--- config.mk ---
export PLATFORM = sky130hd
export DESIGN_NAME = fetch_unit
export DESIGN_NICKNAME = d
export VERILOG_FILES = /design/src/rtl/core101_pkg.sv /design/src/rtl/ins_buffer.sv /design/src/rtl/fetch_unit.sv
export SDC_FILE = /design/constraint.sdc
export NUM_CORES = 1
export LEC_CHECK = 0
export ABC_AREA = 1
export CORE_ASPECT_RATIO = 0.9
export CORE_MARGIN = 1.5
export CORE_UTILIZATION = 45
export CTS_CLUSTER_SIZE = 10
export DETAILED_ROUTE_END_ITERATION = 10
export HOLD_SLACK_MARGIN = 0.03
export PLACE_DENSITY = 0.76
export RECOVER_POWER = 100
export SLEW_MARGIN = 20
export SYNTH_ARGS = -nofsm -noshare
export SYNTH_HDL_FRONTEND = slang
export SYNTH_SLANG_ARGS = --single-unit
export TNS_END_PERCENT = 1
--- constraint.sdc ---
create_clock -name fetch_unit_clock_in -period 5.21 [get_ports fetch_unit_clock_in]
set_clock_uncertainty 0.2 [all_clocks]
set_input_delay 1.042 -clock fetch_unit_clock_in [delete_from_list [all_inputs] [get_ports fetch_unit_clock_in]]
set_output_delay 1.042 -clock fetch_unit_clock_in [all_outputs]
set_load 0.005 [all_outputs]
--- src/rtl/core101_pkg.sv ---
// Shared core definitions: fetch FSM state encoding and instruction/PC constants.
package core101_pkg;

  localparam int unsigned INS_WIDTH = 32;
  localparam int unsigned PC_STEP   = 4;

  typedef enum logic [1:0] {
    ST_IDLE = 2'd0,
    ST_WAIT = 2'd1,
    ST_DROP = 2'd2
  } fetch_state_e;

endpackage

--- src/rtl/ins_buffer.sv ---
// First-word-fall-through instruction buffer with synchronous flush.
module ins_buffer #(
  parameter  int unsigned WIDTH = 64,
  parameter  int unsigned DEPTH = 2,
  localparam int unsigned PTR_W = (DEPTH > 1) ? $clog2(DEPTH) : 1,
  localparam int unsigned CNT_W = $clog2(DEPTH + 1)
) (
  input  logic             clk,
  input  logic             rst_n,
  input  logic             flush,
  input  logic             push,
  input  logic [WIDTH-1:0] push_data,
  input  logic             pop,
  output logic             valid,
  output logic [WIDTH-1:0] head,
  output logic [CNT_W-1:0] count
);

  logic [WIDTH-1:0] mem [DEPTH];
  logic [PTR_W-1:0] wr_ptr;
  logic [PTR_W-1:0] rd_ptr;
  logic             do_push;
  logic             do_pop;

  function automatic logic [PTR_W-1:0] bump(input logic [PTR_W-1:0] p);
    return (p == PTR_W'(DEPTH - 1)) ? '0 : p + 1'b1;
  endfunction

  assign valid   = (count != '0);
  // Flush wins over both a same-cycle push and pop.
  assign do_push = push && !flush;
  assign do_pop  = pop && valid && !flush;

  always_ff @(posedge clk or negedge rst_n) begin
    if (!rst_n) begin
      wr_ptr <= '0;
      rd_ptr <= '0;
      count  <= '0;
    end else if (flush) begin
      wr_ptr <= '0;
      rd_ptr <= '0;
      count  <= '0;
    end else begin
      if (do_push) wr_ptr <= bump(wr_ptr);
      if (do_pop)  rd_ptr <= bump(rd_ptr);
      count <= count + CNT_W'(do_push) - CNT_W'(do_pop);
    end
  end

  always_ff @(posedge clk) begin
    if (do_push) mem[wr_ptr] <= push_data;
  end

  assign head = valid ? mem[rd_ptr] : '0;

endmodule

--- src/rtl/fetch_unit.sv ---
// Instruction fetch: single-outstanding memory requests feeding a FWFT buffer to decode.
module fetch_unit
  import core101_pkg::*;
#(
  parameter int unsigned XLEN         = 32,
  parameter logic [31:0] RESET_VECTOR = 32'h0000_0000,
  parameter int unsigned BUF_DEPTH    = 2
) (
  input  logic                 fetch_unit_clock_in,
  input  logic                 fetch_unit_reset_in,
  output logic                 fetch_unit_mem_req_out,
  output logic [XLEN-1:0]      fetch_unit_mem_addr_out,
  input  logic                 fetch_unit_mem_ack_in,
  input  logic [INS_WIDTH-1:0] fetch_unit_mem_data_in,
  input  logic                 fetch_unit_redirect_in,
  input  logic [XLEN-1:0]      fetch_unit_redirect_pc_in,
  output logic                 fetch_unit_ins_valid_out,
  input  logic                 fetch_unit_ins_ready_in,
  output logic [INS_WIDTH-1:0] fetch_unit_ins_data_out,
  output logic [XLEN-1:0]      fetch_unit_ins_pc_out
);

  localparam int unsigned     ENTRY_W = XLEN + INS_WIDTH;
  localparam int unsigned     CNT_W   = $clog2(BUF_DEPTH + 1);
  localparam logic [XLEN-1:0] RV      = XLEN'(RESET_VECTOR);

  fetch_state_e      state;
  logic [XLEN-1:0]   pc;
  logic              run;
  logic [CNT_W-1:0]  count;
  logic [ENTRY_W-1:0] head;
  logic              pop_eff;
  logic              push;
  logic              fills_up;
  logic [XLEN-1:0]   target;

  assign target   = fetch_unit_redirect_pc_in & ~XLEN'(3);
  assign pop_eff  = fetch_unit_ins_valid_out && fetch_unit_ins_ready_in;
  assign push     = (state == ST_WAIT) && fetch_unit_mem_ack_in && !fetch_unit_redirect_in;
  // Occupancy after this push/pop would reach BUF_DEPTH, leaving no slot to reserve.
  assign fills_up = (count == CNT_W'(BUF_DEPTH - 1)) && !pop_eff;

  // run holds the FSM in IDLE for one edge after reset release, so the
  // first request rises on the second edge and stray acks are ignored.
  always_ff @(posedge fetch_unit_clock_in or negedge fetch_unit_reset_in) begin
    if (!fetch_unit_reset_in) begin
      state <= ST_IDLE;
      pc    <= RV;
      run   <= 1'b0;
    end else begin
      run <= 1'b1;
      case (state)
        ST_IDLE: begin
          if (fetch_unit_redirect_in) pc <= target;
          else if (run && (count < CNT_W'(BUF_DEPTH))) state <= ST_WAIT;
        end
        ST_WAIT: begin
          if (fetch_unit_redirect_in) begin
            pc    <= target;
            state <= fetch_unit_mem_ack_in ? ST_IDLE : ST_DROP;
          end else if (fetch_unit_mem_ack_in) begin
            pc <= pc + XLEN'(PC_STEP);
            if (fills_up) state <= ST_IDLE;
          end
        end
        ST_DROP: begin
          if (fetch_unit_redirect_in) pc <= target;
          if (fetch_unit_mem_ack_in) state <= ST_IDLE;
        end
        default: state <= ST_IDLE;
      endcase
    end
  end

  assign fetch_unit_mem_req_out  = (state == ST_WAIT);
  assign fetch_unit_mem_addr_out = pc;

  ins_buffer #(
    .WIDTH (ENTRY_W),
    .DEPTH (BUF_DEPTH)
  ) u_buf (
    .clk       (fetch_unit_clock_in),
    .rst_n     (fetch_unit_reset_in),
    .flush     (fetch_unit_redirect_in),
    .push      (push),
    .push_data ({pc, fetch_unit_mem_data_in}),
    .pop       (fetch_unit_ins_ready_in),
    .valid     (fetch_unit_ins_valid_out),
    .head      (head),
    .count     (count)
  );

  assign fetch_unit_ins_pc_out   = head[ENTRY_W-1:INS_WIDTH];
  assign fetch_unit_ins_data_out = head[INS_WIDTH-1:0];

endmodule

==> impl_metrics.yaml, run 1 <==
clock_network:
  clock-sinks: 161
  worst_setup_hold_path_clk_slew_ns: 0.06
  maximum_level_of_the_cts_h_tree: 4
  clock_root_buffer_master: "clkbuf_16"
  num_cts_buffers: 17
  cts.repair.resized: 0
  cts_tree: "yes"
  cts_setup_buffers: 0
  holdBufCountCts: 0
  cts.path.max_buffers: 2
  clk_latency_ns: 0.42
routing:
  antenna_left: 0
  vias_per_cell: 5.04
  drt_iter0_markers: 342
  route.detailed.drc: 0
  detail_route.wl_per_cell_um: 15.3
  drt_pre_antenna_iters: 5
  wirelength_mm: 17.6
  via_count_of_the_routed_design: 5824
grt:
  top_usage_layer: "met2"
  grt_util_overall_pct: 21.4
  grt_start_max_net_pins: 63
  use_met1_pct: 29.0
  use_met3_pct: 5.90
  first_global_vias: 5504
  initial_antenna_violation_count: 2
  grt_pass1_wl_mm: 27.9
  m2_gr_usage_pct: 34.0
  globalRouteOverflowTotal: 0
power:
  power_density_nw_per_um2: 345
  max-vdd-ir-drop_mv: 0.230
  p_seq_share_pct: 47.7
  switching_share_pct: 28.2
  reported_leakage_power_nw: 3.91
  p_clk_share_pct: 36.1
  comb_power_share_pct: 16.2
  internal_power_mw: 2.40
  power.net_switching_uw: 941
yosys:
  warning_count_from_the_yosys_run: 0
  postSynthAreaPerCell_um2: 9.47
  synth_top_area_cell: "edfxtp_1"
  synthArstFlopShare_pct: 23.0
  fraction_of_synthesized_cell_area_taken_by_the_top_area_cell_type_pct: 50.5
  cell_area_after_technology_mapping_um2: 7370
  synth_enable_flop_cells: 124
  ys.flop_type: "edfxtp_1"
  synthesis.instances: 778
  yosys.cell_types.count: 35
  ys_seq_elements: 161
  synth_sequential_area_ratio_pct: 63.1
  yosys-top-cells-area: "edfxtp_1, nand2_1, dfrtp_1, a21oi_1, nor2_1"
worst_setup_path:
  critPathSlowestCell: "inv_1"
  cp_num_buf_inv: 3
  timing.critical_path.max_delay_family: "buffers and inverters"
  critical_path_arrival_ns: 3.15
  cell_count_of_the_worst_reg_to_reg_path: 6
  worstSetupPathType: "flop to primary output"
  setup.worst_path.start_class: "flop"
  critPathRequiredTime_ns: 3.97
  timing.critical_path.from: "u_buf.rd_ptr"
  critical_path.max_fanout: 40
  regToRegSetupSlack_ns: 1.45
  worst_setup_path_end_kind: "primary output"
  worst-path-stages: 5
  critPathCapture: "fetch_unit_ins_data_out[30]"
  worst_path_largest_cell_delay_ns: 1.01
  worst_r2r_endpoint: "u_buf.mem[1][18]"
  worstReg2RegStart: "state[1]"
  crit_path_cell_trace: "inv_1 > buf_4 > nand2_1 > a21oi_1 > dlygate4sd3_1"
floorplanning:
  die_w_um: 138
  top_level_ports: 167
  fp.dieArea_um2: 17200
  initial_utilization_pct: 45.8
  die_y_um: 124
  core_area_um2: 16100
  placement_rows: 44
placement:
  place.detailed.hpwl_mm: 11.8
  gpl.final_weighted_congestion: 0.895
  i_o_buffers: 160
  dpl.cell_count: 1121
timing:
  fmaxAchievable_mhz: 228
  period_share_pct: 84.3
  hold_violations: 0
  setup_total_negative_slack_ns: 0
  slew-limit-headroom_pct: -46.3
  timing_max_transition_violations_final: 106
  report.final.setup_viol: 0
  timing.final.crit_period_ns: 4.39
  rsz0062_at_grt: "false"
  worst_slew_pin_slew_ns: 2.19
  timing.hold.ws_ns: 0.377
final_layout:
  drive_above_1_share_pct: 6.45
  num-nets-final: 1005
  fin_cells: 1156
  area_growth_pct: 31.3
run:
  cap_viol_max_count: 3
status:
  run_status: "finished with violations"
  failed_checks: "capacitance limit, slew limit"
hold_path:
  holdCritPathClass: "flop to flop"
  min_from: "fetch_unit_mem_addr_out[7]"
==> synthesized netlist by cell type (2+ instances only) <==
cell        n
nand2_1   269
edfxtp_1  124
nor2_1     83
a21oi_1    73
inv_1      49
dfrtp_1    37
nand3_1    36
o21ai_0    20
clkbuf_1   17
buf_2       8
nand2_2     7
buf_4       6
nor2_2      6
nor2_4      5
o21ai_1     5
buf_6       3
ha_1        3
inv_2       3
o22ai_1     3
conb_1      2
nand2_4     2
nand3b_1    2
nand4_1     2
xor2_1      2
==> worst min path at each step <==
stage / end / slack (ns) / cells after the start
2_1_floorplan: u_buf.wr_ptr / 0.32 / 2
3_3_place_gp: u_buf.mem[0][35] / 0.34 / 0
3_5_place_dp: u_buf.mem[0][35] / 0.36 / 0
4_1_cts: u_buf.mem[0][35] / 0.37 / 0
5_1_grt: u_buf.mem[0][35] / 0.41 / 0
6_report: u_buf.mem[1][39] / 0.38 / 0
==> power by group through the flow <==
| stage | registers [mW] | clock network [mW] | logic, mW |
|---|---|---|---|
| after floorplan | 1.58 | 0 | 0.287 |
| after global placement | 1.62 | 0 | 0.572 |
| after detailed placement | 1.62 | 0 | 0.581 |
| after CTS | 1.59 | 1.23 | 0.587 |
| after global routing | 1.61 | 1.29 | 0.609 |
| final | 1.59 | 1.20 | 0.540 |
==> placed cells by master (no fill, tap or decap), types with 2 or more instances in the layout <==
| cell type | Yosys | final |
|---|---|---|
| inv_6 | 1 | 6 |
| inv_2 | 3 | 2 |
| inv_8 | 0 | 2 |
| conb_1 | 2 | 5 |
| nor2_4 | 5 | 6 |
| clkinvlp_4 | 0 | 2 |
| nor2_2 | 6 | 5 |
| buf_4 | 6 | 5 |
| dlygate4sd3_1 | 0 | 123 |
| nor2_1 | 83 | 83 |
| o21ai_0 | 20 | 24 |
| nand4_1 | 2 | 2 |
| dfrtp_1 | 37 | 36 |
| clkinv_4 | 0 | 4 |
| edfxtp_1 | 124 | 124 |
| ha_1 | 3 | 3 |
| clkbuf_16 | 0 | 17 |
| nand3_1 | 36 | 36 |
| a21oi_1 | 73 | 73 |
| xor2_1 | 2 | 2 |
| nand3b_1 | 2 | 2 |
| clkdlybuf4s50_1 | 0 | 36 |
| o22ai_1 | 3 | 3 |
| inv_1 | 49 | 50 |
| diode_2 | 0 | 3 |
| clkbuf_1 | 17 | 5 |
| nand2_2 | 7 | 7 |
| nand2_1 | 269 | 270 |
==> layer usage <==
metal  routed length [µm]  vias up
met4                  218        0
met2                 8310      208
met3                 1500       20
met5                    0        -
li1                     -     2868
met1                 7620     2728
==> cell type report <==
class,instances,area (µm²)
repair buffers,168,1640
well taps,207,259
fillers,1370,6400
clock buffers,18,429
multi-input cells,532,2340
flip-flops and latches,161,4650
clock inverters,14,146
diodes,3,7.51
inverters,53,204
==> sequential cells by signal (all words and copies together), names as in the netlist <==
signal and cells:
u_buf.count 2, fetch_unit_mem_addr_out 30, run 1, u_buf.mem 124, u_buf.rd_ptr 1, u_buf.wr_ptr 1, state 2
==> per-stage QoR <==
| stage | worst slack, ns | cell area [µm²] | power (mW) | util [%] |
|---|---|---|---|---|
| 4_1_cts | 1.26 | 9710 | 3.41 | 60.4 |
| 3_5_place_dp | 1.60 | 9140 | 2.20 | 56.8 |
| 2_1_floorplan | 0.627 | 7380 | 1.87 | - |
| 6_report | 0.817 | 9680 | 3.34 | 60.2 |
| 5_1_grt | 0.584 | 9680 | 3.51 | 60.2 |
| 3_3_place_gp | 1.60 | 9140 | 2.19 | 56.8 |
==> logic make-up (layout without fill, tap and decap cells) <==
| group | after synthesis | count (layout) | share of synthesized area (%) |
|---|---|---|---|
| other cells | 2 | 8 | 0.102 |
| simple gates | 415 | 415 | 23.2 |
| xor+xnor | 3 | 3 | 0.357 |
| flops | 161 | 161 | 63.1 |
| buf+inv | 88 | 253 | 5.30 |
| compound gates | 106 | 106 | 7.49 |
| fa+ha+maj | 3 | 3 | 0.509 |
(Power assumes the default switching activity.)
==> run 2, diff against run 1 <==
--- a/config.mk
+++ b/config.mk
@@ -12,7 +12,7 @@
 export CTS_CLUSTER_SIZE = 10
 export DETAILED_ROUTE_END_ITERATION = 10
 export HOLD_SLACK_MARGIN = 0.03
-export PLACE_DENSITY = 0.76
+export PLACE_DENSITY = 0.79
 export RECOVER_POWER = 100
 export SLEW_MARGIN = 20
 export SYNTH_ARGS = -nofsm -noshare
==> constraint.sdc (replaced) <==
create_clock -name fetch_unit_clock_in -period 3.9 [get_ports fetch_unit_clock_in]
set_clock_uncertainty 0.2 [all_clocks]
set_input_delay 0.78 -clock fetch_unit_clock_in [delete_from_list [all_inputs] [get_ports fetch_unit_clock_in]]
set_output_delay 0.78 -clock fetch_unit_clock_in [all_outputs]
set_load 0.005 [all_outputs]
==> impl_metrics.yaml, run 2 (synthesis results as in run 1) <==
power:
  p_seq_share_pct: 47.8
  comb_power_share_pct: 16.4
  internal_power_mw: 3.20
  max-vdd-ir-drop_mv: 0.377
  power_density_nw_per_um2: 458
  switching_share_pct: 28.1
  p_clk_share_pct: 35.8
  power.net_switching_mw: 1.25
  reported_leakage_power_nw: 3.93
grt:
  grt_util_overall_pct: 21.7
  use_met1_pct: 28.2
  grt_start_max_net_pins: 63
  top_usage_layer: "met2"
  first_global_vias: 5720
  initial_antenna_violation_count: 0
  grt_pass1_wl_mm: 28.2
  globalRouteOverflowTotal: 0
  use_met3_pct: 5.98
  m2_gr_usage_pct: 35.0
final_layout:
  final_common_cell: "nand2_1"
  largest_register: "u_buf.mem"
  layout.cells.most_common_list: "nand2_1, edfxtp_1, dlygate4sd3_1, nor2_1, a21oi_1"
  layout.filler_cells: 1381
  finish.instance_area_um2: 9740
  largest_reg_flops: 124
  fin_cells: 1153
  area_growth_pct: 32.1
  num-nets-final: 1005
  drive_above_1_share_pct: 6.35
routing:
  via_count_of_the_routed_design: 5859
  detail_route.wl_per_cell_um: 15.4
  route.detailed.drc: 0
  drt_pre_antenna_iters: 6
  drt_iter0_markers: 446
  antenna_left: 0
  wirelength_mm: 17.8
  vias_per_cell: 5.08
floorplanning:
  fp.dieArea_um2: 17200
  top_level_ports: 167
  initial_utilization_pct: 45.8
  placement_rows: 44
  die_y_um: 124
  die_w_um: 138
  core_area_um2: 16100
worst_setup_path:
  critPathRequiredTime_ns: 2.92
  worst_path_largest_cell_delay_ns: 0.61
  critPathSlowestCell: "dlygate4sd3_1"
  critical_path_arrival_ns: 2.51
  worst_setup_path_end_kind: "primary output"
  crit_path_cell_trace: "inv_1 > buf_12 > nand2_1 > a21oi_1 > dlygate4sd3_1"
  critical_path.max_fanout: 62
  worstSetupPathType: "flop to primary output"
  setup.worst_path.start_class: "flop"
clock_network:
  cts.path.max_buffers: 2
  clock-sinks: 161
  worst_setup_hold_path_clk_slew_ns: 0.06
  clock_root_buffer_master: "clkbuf_16"
  cts_tree: "yes"
  cts.repair.resized: 0
  holdBufCountCts: 0
  maximum_level_of_the_cts_h_tree: 4
  cts_setup_buffers: 0
  num_cts_buffers: 17
  clk_latency_ns: 0.43
timing:
  final_worst_setup_slack_ns: 0.410
  report.final.setup_viol: 0
  fmaxAchievable_mhz: 287
  timing.final.crit_period_ns: 3.49
  hold_violations: 0
  timing_max_transition_violations_final: 53
  slew-limit-headroom_pct: -41.0
  worst_slew_pin_slew_ns: 2.11
  period_share_pct: 89.5
  rsz0062_at_grt: "false"
  timing.hold.ws_ns: 0.345
run:
  cap_viol_max_count: 2
placement:
  gpl.final_weighted_congestion: 0.915
  dpl.cell_count: 1121
  i_o_buffers: 160
  place.detailed.hpwl_mm: 11.8
  placement.cell_area_um2: 9210
  dpl_worst_slack_ns: 0.845
status:
  failed_checks: "capacitance limit, slew limit"
  run_status: "finished with violations"
hold_path:
  holdCritPathClass: "flop to flop"
==> run 2: area by class of cell <==
type | count | area [µm²] | area share, %
antenna | 1 | 2.50 | 0.0257
clock buffer | 17 | 425 | 4.37
clock inverter | 14 | 144 | 1.48
inverter | 53 | 204 | 2.09
multi-input combinational | 532 | 2330 | 23.9
sequential | 161 | 4650 | 47.7
tap | 207 | 259 | 2.66
timing repair buffer | 168 | 1720 | 17.7
==> run 2: critical path: cells and delay by family (launching register included) <==
kind	cells	cell delay, ns
buffers and inverters	3	1.13
flip-flops	1	0.60
AND/OR/NAND/NOR	1	0.09
AO/OA/AOI/OAI	1	0.20
==> run 2: stage by stage <==
| step | TNS (ns) | util, % | total power [mW] |
|---|---|---|---|
| final | 0 | 60.6 | 4.46 |
| after global routing | 0 | 60.6 | 4.66 |
| after detailed placement | 0 | 57.3 | 2.95 |
| after global placement | 0 | 57.3 | 2.94 |
| after CTS | 0 | 60.9 | 4.56 |
| after floorplan | -24.96 | - | 2.50 |
==> run 2: per-layer routing <==
layer	share of wire [%]	vias to the layer above
li1	-	2871
met1	42	2745
met2	47	222
met3	8.9	21
met4	1.6	0
met5	0	-
==> run 2: final timing paths <==
path	to	start	slack [ns]	depth (start not counted)
min reg2reg	u_buf.mem[0][35]	fetch_unit_mem_addr_out[3]	0.35	0
max in group asynchronous	fetch_unit_mem_addr_out[23]	fetch_unit_reset_in	1.53	1
min in group asynchronous	fetch_unit_mem_addr_out[19]	fetch_unit_reset_in	0.76	1
min	u_buf.mem[0][35]	fetch_unit_mem_addr_out[3]	0.35	0
max reg2reg	u_buf.mem[0][3]	state[1]	0.78	6
max	fetch_unit_ins_data_out[10]	u_buf.rd_ptr	0.41	5
==> run 2: power by group through the flow <==
stage	combinational, mW	sequential [mW]	clock, mW
after global routing	0.817	2.15	1.70
final	0.729	2.13	1.60
after detailed placement	0.785	2.17	0
after global placement	0.772	2.17	0
after floorplan	0.384	2.11	0
after CTS	0.791	2.13	1.63
==> run 3, diff against run 2 <==
--- a/config.mk
+++ b/config.mk
@@ -12,8 +12,9 @@
 export CTS_CLUSTER_SIZE = 10
 export DETAILED_ROUTE_END_ITERATION = 10
 export HOLD_SLACK_MARGIN = 0.03
-export PLACE_DENSITY = 0.79
+export PLACE_DENSITY = 0.81
 export RECOVER_POWER = 100
+export SETUP_SLACK_MARGIN = 0.15
 export SLEW_MARGIN = 20
 export SYNTH_ARGS = -nofsm -noshare
 export SYNTH_HDL_FRONTEND = slang
==> impl_metrics.yaml, run 3 (synthesis results as in run 1) <==
placement:
  i_o_buffers: 160
  placement.cell_area_um2: 9170
  place.detailed.hpwl_mm: 12.1
  dpl_worst_slack_ns: 0.824
  dpl.cell_count: 1124
  gpl.final_weighted_congestion: 0.957
final_layout:
  drive_above_1_share_pct: 7.07
  final_common_cell: "nand2_1"
  layout.filler_cells: 1384
  largest_reg_flops: 124
  area_growth_pct: 31.8
  multi_input_comb_area_um2: 2360
  regArea_um2: 4650
  num-nets-final: 1008
  fin_cells: 1155
  largest_register: "u_buf.mem"
  n_antenna_cell: 0
  finish.instance_area_um2: 9720
  layout.cells.most_common_list: "nand2_1, edfxtp_1, dlygate4sd3_1, nor2_1, a21oi_1"
worst_setup_path:
  critPathRequiredTime_ns: 2.92
  critical_path.max_fanout: 25
  setup.worst_path.start_class: "flop"
  worst_setup_path_end_kind: "primary output"
  worstSetupPathType: "flop to primary output"
  critical_path_arrival_ns: 2.57
power:
  power_density_nw_per_um2: 465
  max-vdd-ir-drop_mv: 0.339
  reported_leakage_power_nw: 3.88
clock_network:
  cts.repair.resized: 0
  cts.path.max_buffers: 2
  holdBufCountCts: 0
  num_cts_buffers: 17
  cts_tree: "yes"
  maximum_level_of_the_cts_h_tree: 4
  worst_setup_hold_path_clk_slew_ns: 0.06
  cts_setup_buffers: 0
  clock_root_buffer_master: "clkbuf_16"
  clk_latency_ns: 0.42
  clock-sinks: 161
status:
  failed_checks: "capacitance limit, slew limit"
  run_status: "finished with violations"
timing:
  report.final.setup_viol: 0
  slew-limit-headroom_pct: -42.6
  final_worst_setup_slack_ns: 0.346
  period_share_pct: 91.1
  timing_max_transition_violations_final: 101
  hold_violations: 0
  timing.final.crit_period_ns: 3.55
  worst_slew_pin_slew_ns: 2.14
  fmaxAchievable_mhz: 281
  rsz0062_at_grt: "false"
routing:
  wl_met2_mm: 8.49
  route.detailed.drc: 0
  detail_route.wirelength.met1_mm: 7.82
  wl_met3_mm: 1.35
  top_signal_layer_used: "met4"
  drt_iter0_markers: 424
  via_count_of_the_routed_design: 5838
  vias_per_cell: 5.05
  detail_route.wl_per_cell_um: 15.5
  drt_pre_antenna_iters: 5
  antenna_left: 0
  wirelength_mm: 17.9
floorplanning:
  die_w_um: 138
  initial_utilization_pct: 45.8
  placement_rows: 44
  core_area_um2: 16100
  top_level_ports: 167
  die_y_um: 124
  fp.dieArea_um2: 17200
grt:
  initial_antenna_violation_count: 0
  globalRouteOverflowTotal: 0
  grt_start_max_net_pins: 63
  first_global_vias: 5514
  grt_util_overall_pct: 21.1
  grt_pass1_wl_mm: 27.7
run:
  cap_viol_max_count: 2
hold_path:
  holdCritPathClass: "flop to flop"
==> run 3: where the power goes <==
group	total (mW)	internal (mW)	switching, mW
sequential	2.13	1.98	0.154
combinational	0.731	0.331	0.401
clock	1.65	0.962	0.692
total	4.52	3.27	1.25
==> run 3: worst max-delay path, stage by stage (launching register included) <==
cell and delay [ns]:
dfrtp_1 0.46, nor2_4 0.55, clkbuf_2 0.43, a21oi_1 0.06
dlygate4sd3_1 0.63
==> run 3: final cells by class <==
| cell class | instances | area share [%] |
|---|---|---|
| repair buffers | 171 | 17.0 |
| multi-input cells | 532 | 24.3 |
| inverters | 53 | 2.06 |
| clock inverters | 14 | 1.75 |
| flip-flops and latches | 161 | 47.9 |
| clock buffers | 17 | 4.38 |
| well taps | 207 | 2.67 |
==> run 3: metrics by stage <==
step	hold WS (ns)	utilization, %	setup TNS [ns]	total power [mW]
3_3_place_gp	0.341	57.1	0	2.93
3_5_place_dp	0.349	57.1	0	2.95
2_1_floorplan	0.284	-	-24.96	2.50
4_1_cts	0.291	60.8	0	4.60
6_report	0.356	60.4	0	4.52
5_1_grt	0.388	60.4	0	4.71
==> run 3: final timing paths <==
| check | startpoint | endpoint | slack, ns | cells after the start |
|---|---|---|---|---|
| hold / removal | fetch_unit_mem_addr_out[31] | u_buf.mem[0][63] | 0.36 | 0 |
| setup reg to reg | state[0] | u_buf.mem[1][57] | 0.91 | 7 |
| min in group asynchronous | fetch_unit_reset_in | fetch_unit_mem_addr_out[25] | 0.78 | 1 |
| hold reg to reg | fetch_unit_mem_addr_out[31] | u_buf.mem[0][63] | 0.36 | 0 |
| max in group asynchronous | fetch_unit_reset_in | u_buf.rd_ptr | 1.34 | 1 |
| setup / recovery | u_buf.count[1] | fetch_unit_ins_pc_out[12] | 0.35 | 4 |
==> run 3: layer usage <==
metal  up-vias  track usage [%]
li1       2878                -
met1      2737             27.6
met2       205             34.9
met3        18             5.70
met4         0             5.27
met5         -                0
